[src/rtl/lsu_mem_ctrl.sv]
// Load/store initiator between the core execute stage and the byte-strobed
// data memory. Accesses that fit one strobe pattern take a single memory
// cycle. Misaligned halves and words are broken into sequential byte
// accesses. Completion is signalled by a one-cycle done pulse.
//
// state  | meaning
// IDLE   | ready for a request, latch it on req_valid
// ACCESS | one memory access per cycle (several in split mode)
// RESP   | done pulse, rdata/err valid
module lsu_mem_ctrl #(
   parameter int DEPTH = 128,
   parameter int WIDTH = 32,
   parameter int AW    = $clog2(DEPTH) + 2
) (
   input  logic             clk,
   input  logic             reset,
   input  logic             req_valid,
   output logic             req_ready,
   input  logic             req_store,
   input  logic [2:0]       req_funct3,
   input  logic [31:0]      req_addr,
   input  logic [WIDTH-1:0] req_wdata,
   output logic             done,
   output logic             err,
   output logic [WIDTH-1:0] rdata,
   output logic             mem_we,
   output logic [AW-1:0]    mem_wr_addr,
   output logic [AW-1:0]    mem_rd_addr,
   output logic [3:0]       mem_wr_strb,
   output logic [3:0]       mem_rd_strb,
   output logic [WIDTH-1:0] mem_wr_din,
   input  logic [WIDTH-1:0] mem_rd_dout
);

   typedef enum logic [1:0] {IDLE, ACCESS, RESP} state_t;

   state_t            r_state, w_next;
   logic              r_store;
   logic [2:0]        r_f3;
   logic [AW-1:0]     r_addr;
   logic [WIDTH-1:0]  r_wdata;
   logic              r_split;
   logic [1:0]        r_nlast;
   logic [1:0]        r_cnt;
   logic [WIDTH-1:0]  r_buf;
   logic              r_err;
   logic [WIDTH-1:0]  r_rdata;

   logic              w_legal;
   logic [1:0]        w_req_nlast;
   logic              w_req_split;
   logic [AW-1:0]     w_acc_addr;
   logic [1:0]        w_lane;
   logic              w_last;
   logic [3:0]        w_strb;
   logic [WIDTH-1:0]  w_bmask;
   logic [WIDTH-1:0]  w_din;
   logic [7:0]        w_wbyte;
   logic [63:0]       w_cat;
   logic [WIDTH-1:0]  w_buf_next;
   logic [WIDTH-1:0]  w_ext;
   logic              w_unused_addr;

   assign w_unused_addr = ^req_addr[31:AW];

   // Request decode: legality, size and whether the access must be split
   always_comb begin
      w_legal     = 1'b0;
      w_req_nlast = 2'd0;
      w_req_split = 1'b0;
      case (req_funct3)
         3'b000, 3'b001, 3'b010: w_legal = 1'b1;
         3'b100, 3'b101:         w_legal = !req_store;
         default:                w_legal = 1'b0;
      endcase
      case (req_funct3[1:0])
         2'b01: begin
            w_req_nlast = 2'd1;
            w_req_split = (req_addr[1:0] == 2'd3);
         end
         2'b10: begin
            w_req_nlast = 2'd3;
            w_req_split = (req_addr[1:0] != 2'd0);
         end
         default: begin
            w_req_nlast = 2'd0;
            w_req_split = 1'b0;
         end
      endcase
   end

   // Current access address, strobe pattern and lane-aligned write data
   always_comb begin
      w_acc_addr = r_addr + AW'(r_cnt);
      w_lane     = w_acc_addr[1:0];
      w_last     = !r_split || (r_cnt == r_nlast);
      w_wbyte    = r_wdata[{r_cnt, 3'b000} +: 8];
      if (r_split) begin
         w_strb = 4'b0001 << w_lane;
      end else begin
         case (r_nlast)
            2'd0:    w_strb = 4'b0001 << r_addr[1:0];
            2'd1:    w_strb = 4'b0011 << r_addr[1:0];
            default: w_strb = 4'b1111;
         endcase
      end
      w_bmask = {{8{w_strb[3]}}, {8{w_strb[2]}}, {8{w_strb[1]}}, {8{w_strb[0]}}};
      if (r_split)
         w_din = {24'd0, w_wbyte} << {w_lane, 3'b000};
      else
         w_din = (r_wdata << {r_addr[1:0], 3'b000}) & w_bmask;
   end

   // Load reassembly: rotate the strobed lanes down to byte 0, then extend
   always_comb begin
      w_cat      = {mem_rd_dout, mem_rd_dout};
      w_buf_next = r_buf;
      if (r_split)
         w_buf_next[{r_cnt, 3'b000} +: 8] = mem_rd_dout[{w_lane, 3'b000} +: 8];
      else
         w_buf_next = w_cat[{r_addr[1:0], 3'b000} +: 32];
      case (r_f3[1:0])
         2'b00:   w_ext = r_f3[2] ? {24'd0, w_buf_next[7:0]}
                                  : {{24{w_buf_next[7]}}, w_buf_next[7:0]};
         2'b01:   w_ext = r_f3[2] ? {16'd0, w_buf_next[15:0]}
                                  : {{16{w_buf_next[15]}}, w_buf_next[15:0]};
         default: w_ext = w_buf_next;
      endcase
   end

   // State register
   always_ff @(posedge clk or negedge reset) begin
      if (!reset) r_state <= IDLE;
      else        r_state <= w_next;
   end

   // Next state and memory-side outputs; nothing is driven outside ACCESS
   always_comb begin
      w_next      = r_state;
      req_ready   = 1'b0;
      done        = 1'b0;
      mem_we      = 1'b0;
      mem_wr_addr = '0;
      mem_rd_addr = '0;
      mem_wr_strb = 4'b0000;
      mem_rd_strb = 4'b0000;
      mem_wr_din  = '0;
      case (r_state)
         IDLE: begin
            req_ready = 1'b1;
            if (req_valid) w_next = w_legal ? ACCESS : RESP;
         end
         ACCESS: begin
            mem_we      = r_store;
            mem_wr_addr = w_acc_addr;
            mem_rd_addr = w_acc_addr;
            mem_wr_strb = r_store ? w_strb : 4'b0000;
            mem_rd_strb = r_store ? 4'b0000 : w_strb;
            mem_wr_din  = r_store ? w_din : '0;
            if (w_last) w_next = RESP;
         end
         RESP: begin
            done   = 1'b1;
            w_next = IDLE;
         end
         default: w_next = IDLE;
      endcase
   end

   assign err   = done & r_err;
   assign rdata = r_rdata;

   // Request latch, byte counter and load result capture
   always_ff @(posedge clk or negedge reset) begin
      if (!reset) begin
         r_store <= 1'b0;
         r_f3    <= 3'd0;
         r_addr  <= '0;
         r_wdata <= '0;
         r_split <= 1'b0;
         r_nlast <= 2'd0;
         r_cnt   <= 2'd0;
         r_buf   <= '0;
         r_err   <= 1'b0;
         r_rdata <= '0;
      end else begin
         case (r_state)
            IDLE: begin
               if (req_valid) begin
                  r_store <= req_store;
                  r_f3    <= req_funct3;
                  r_addr  <= req_addr[AW-1:0];
                  r_wdata <= req_wdata;
                  r_split <= w_req_split;
                  r_nlast <= w_req_nlast;
                  r_cnt   <= 2'd0;
                  r_buf   <= '0;
                  r_err   <= !w_legal;
                  if (!w_legal) r_rdata <= '0;
               end
            end
            ACCESS: begin
               r_cnt <= r_cnt + 2'd1;
               if (!r_store) begin
                  r_buf <= w_buf_next;
                  if (w_last) r_rdata <= w_ext;
               end
            end
            default: ;
         endcase
      end
   end

endmodule

[config.mk]
export PLATFORM = sky130hd
export DESIGN_NAME = lsu_mem_ctrl
export DESIGN_NICKNAME = d
export VERILOG_FILES = /design/src/rtl/lsu_mem_ctrl.sv
export SDC_FILE = /design/constraint.sdc
export NUM_CORES = 1
export LEC_CHECK = 0
export ABC_AREA = 1
export CAP_MARGIN = 20
export CORE_AREA = 2 2 125 127
export CTS_CLUSTER_DIAMETER = 200
export CTS_CLUSTER_SIZE = 28
export DETAILED_ROUTE_END_ITERATION = 8
export DIE_AREA = 0 0 127 129
export PLACE_DENSITY = 0.95
export SETUP_SLACK_MARGIN = 0.15
export SYNTH_ARGS = -nofsm -noshare
export SYNTH_HDL_FRONTEND = slang
export SYNTH_SLANG_ARGS = --single-unit
[constraint.sdc]
create_clock -name clk -period 6.8 [get_ports clk]
set_input_delay 1.36 -clock clk [delete_from_list [all_inputs] [get_ports clk]]
set_output_delay 1.36 -clock clk [all_outputs]
set_load 0.05 [all_outputs]
==> results.txt <==
Status: finished clean
Total power: 3.72 mW
Chip height: 129 um
Clock Skews: 0.00910 ns
Hold_buf cts: 0
Synth top area share: 36.4%
Core Rows: 45
Initial antenna violation count: 0
Synth Area in Compound Gates: 17.3%
Vias: 9284
Most frequent cells in the layout: 452 x nand2_1, 172 x clkdlybuf4s50_1, 130 x o21ai_0
Antenna cells: 0
Io pins: 197
Post-cts repair resize count: 0
Remaining DRCs: 0
Setup-failing EPs final: 0
Share of cells above drive strength 1: 5.23%
First-pass GRT wire length: 43300 um
Critical path's slowest cell: clkdlybuf4s50_1
FILL cells: 1213
CP Cell Sequence: fa_1 > inv_1 > o21ai_0 > nand3_1 > a311oi_1 > clkdlybuf4s50_1
Post-synth EDFFs: 0
Fin cells: 1545
Post-DRT Antenna Nets: 0
Static leakage: 4.82 nW
Routed wl met2: 12600 um
Vias per cell: 6.01
First-pass DRT Iterations: 7
Post-synth cell types: 38
Top post-synthesis cells by area: dfrtp_1 36%, nand2_1 21%, o21ai_0 8.1%, nand3_1 6.8%, a21oi_1 5.7%
Pwr per Cell Area: 364 nW/um2
Worst path bufs/invs: 2
Area delta synth->final: 27.0%
Simple-gate share of the synthesized area: 34.5%
Synthesized Nets: 1344
Synth async-reset ratio: 100%
CP Capture Type: output pin
Metal-1 WL: 9720 um
Core area: 15000 um2
Synth Cell Area: 8050 um2
Count of pins over their slew limit: 0
Vias in the first global route: 8832
RSZ-0062 raised after global routing: no
Global-route usage over all layers: 33.1%
Worst EP required: 5.44 ns
CTS buffer count: 17
Crit start category: flip-flop
Rel. slew slack: 25.5%
Post-synthesis sequential area ratio: 36.4%
CTS tree: built
Gate Count Post-Synth: 1229
Worst-skew pair later-pin latency: 0.43 ns
Mapped Avg Cell Area: 6.55 um2
Top sig layer: met4
Area leader, netlist: dfrtp_1
Worst Tran Pin Value: 1.12 ns
Fmax: 0.177 GHz
Initial Util: 53.8%
CP delay by family, top: buffers and inverters
Global route overflow: 0
Nets@finish: 1460
Ys flop type: dfrtp_1
Dpl hpwl: 18000 um
TNS Setup: 0 ns
Synth Register Bits: 117
DP Cell Count: 1514
DIE AREA: 16400 um2
PortBufs: 173
Worst VDD drop: 0.000251 V
Post-CTS setup buffers: 0
Wire length per cell: 17.5 um
Clock transition at the registers of the reported paths: 0.06 ns
Commonest non-fill, non-tap cell in the layout: nand2_1
Post-synthesis mux area share: 0.373%
Final min period: 5.66 ns
Htree depth: 4
XOR/XNOR Fraction of Synth Area: 0%
Synth warnings: 0
Fin. Hold Viols: 0
CTS sink cnt: 117
Met3 WL: 3040 um
Max stage delay on crit path: 0.89 ns
Final WL: 27000 um
Period utilization: 83.3%
Root Driver: clkbuf_16
Critical path class: reg -> out
CP max FO: 59
Chip Width: 127 um
Synth Area in Adders: 1.96%
Largest family of logic cells by synthesized area: simple AND/OR/NAND/NOR gates
Flop-to-flop setup slack: 3.30 ns
CTS Buffer Depth: 2
Pin count of the biggest net entering global routing: 89
Hold crit path type: reg -> reg
WP data arrival: 4.30 ns
Gp weighted congestion: 0.942
Drt initial violations: 1180
Max-Cap Viols: 0
## worst paths after layout
path                            from              to  cells past startpoint
max                        r_addr[1]  mem_wr_din[23]                      6
min                        rdata[21]       rdata[21]                      2
max reg2reg                r_addr[1]       rdata[28]                     12
min reg2reg                rdata[21]       rdata[21]                      2
max in group asynchronous      reset       r_addr[1]                      2
min in group asynchronous      reset        rdata[4]                      1
## cell usage after synthesis (8+ instances only)
master and n:
nor3_1 24, a211oi_1 8, o22ai_1 9, ha_1 11, nand4_1 10, buf_1 10, a21oi_1 91, nand2_1 452
buf_4 15, inv_1 78, nor2_1 51, o21ai_0 130, nand3_1 109, buf_2 31, clkbuf_1 28, a311oi_1 8
dfrtp_1 117
## where the power goes
group	total (mW)	internal [mW]	switching, mW
registers	1.03	0.860	0.167
clock network	0.873	0.534	0.339
logic	1.82	0.532	1.29
total	3.72	1.93	1.79
## logic make-up (layout without fill, tap and decap cells)
kind of cell,after synthesis,count (layout)
compound gates,259,259
fa+ha+maj,12,12
buf+inv,173,301
flops,117,117
mux,3,3
simple gates,665,665
## sequential cells by signal (all words and copies together), names as in the netlist
signal / count
r_buf: 32
r_wdata: 32
rdata: 32
r_addr: 9
r_f3: 3
r_cnt: 2
r_nlast: 2
r_state: 2
r_err: 1
r_split: 1
r_store: 1
## per-stage QoR
stage	hold WS (ns)	utilization [%]	worst slack [ns]	cell area (um2)
after floorplan	0.449	-	2.32	8050
after global placement	0.462	64.5	1.87	9670
after detailed placement	0.468	64.5	1.81	9670
after CTS	0.483	68.3	1.34	10200
after global routing	0.501	68.3	1.03	10200
final	0.482	68.3	1.14	10200
## tightest hold or removal path, cell delays in order, from the launching register on
cell     delay, ns
dfrtp_1       0.34
nand2_1       0.06
nand2_1       0.05
## cell type report
type                       count  area [um2]  area share [%]
sequential                   117        2930            28.6
timing repair buffer         184        1810            17.7
clock buffer                  18         429            4.19
inverter                      86         323            3.16
multi-input combinational    939        4370            42.7
clock inverter                13         135            1.32
tap                          188         235            2.30
## per-layer routing
metal | vias to the layer above | GRT usage, %
li1 | 4250 | -
met1 | 4219 | 38.6
met2 | 666 | 54.3
met3 | 149 | 9.27
met4 | 0 | 20.6
met5 | - | 0
Power figures use the tool's default switching activity.
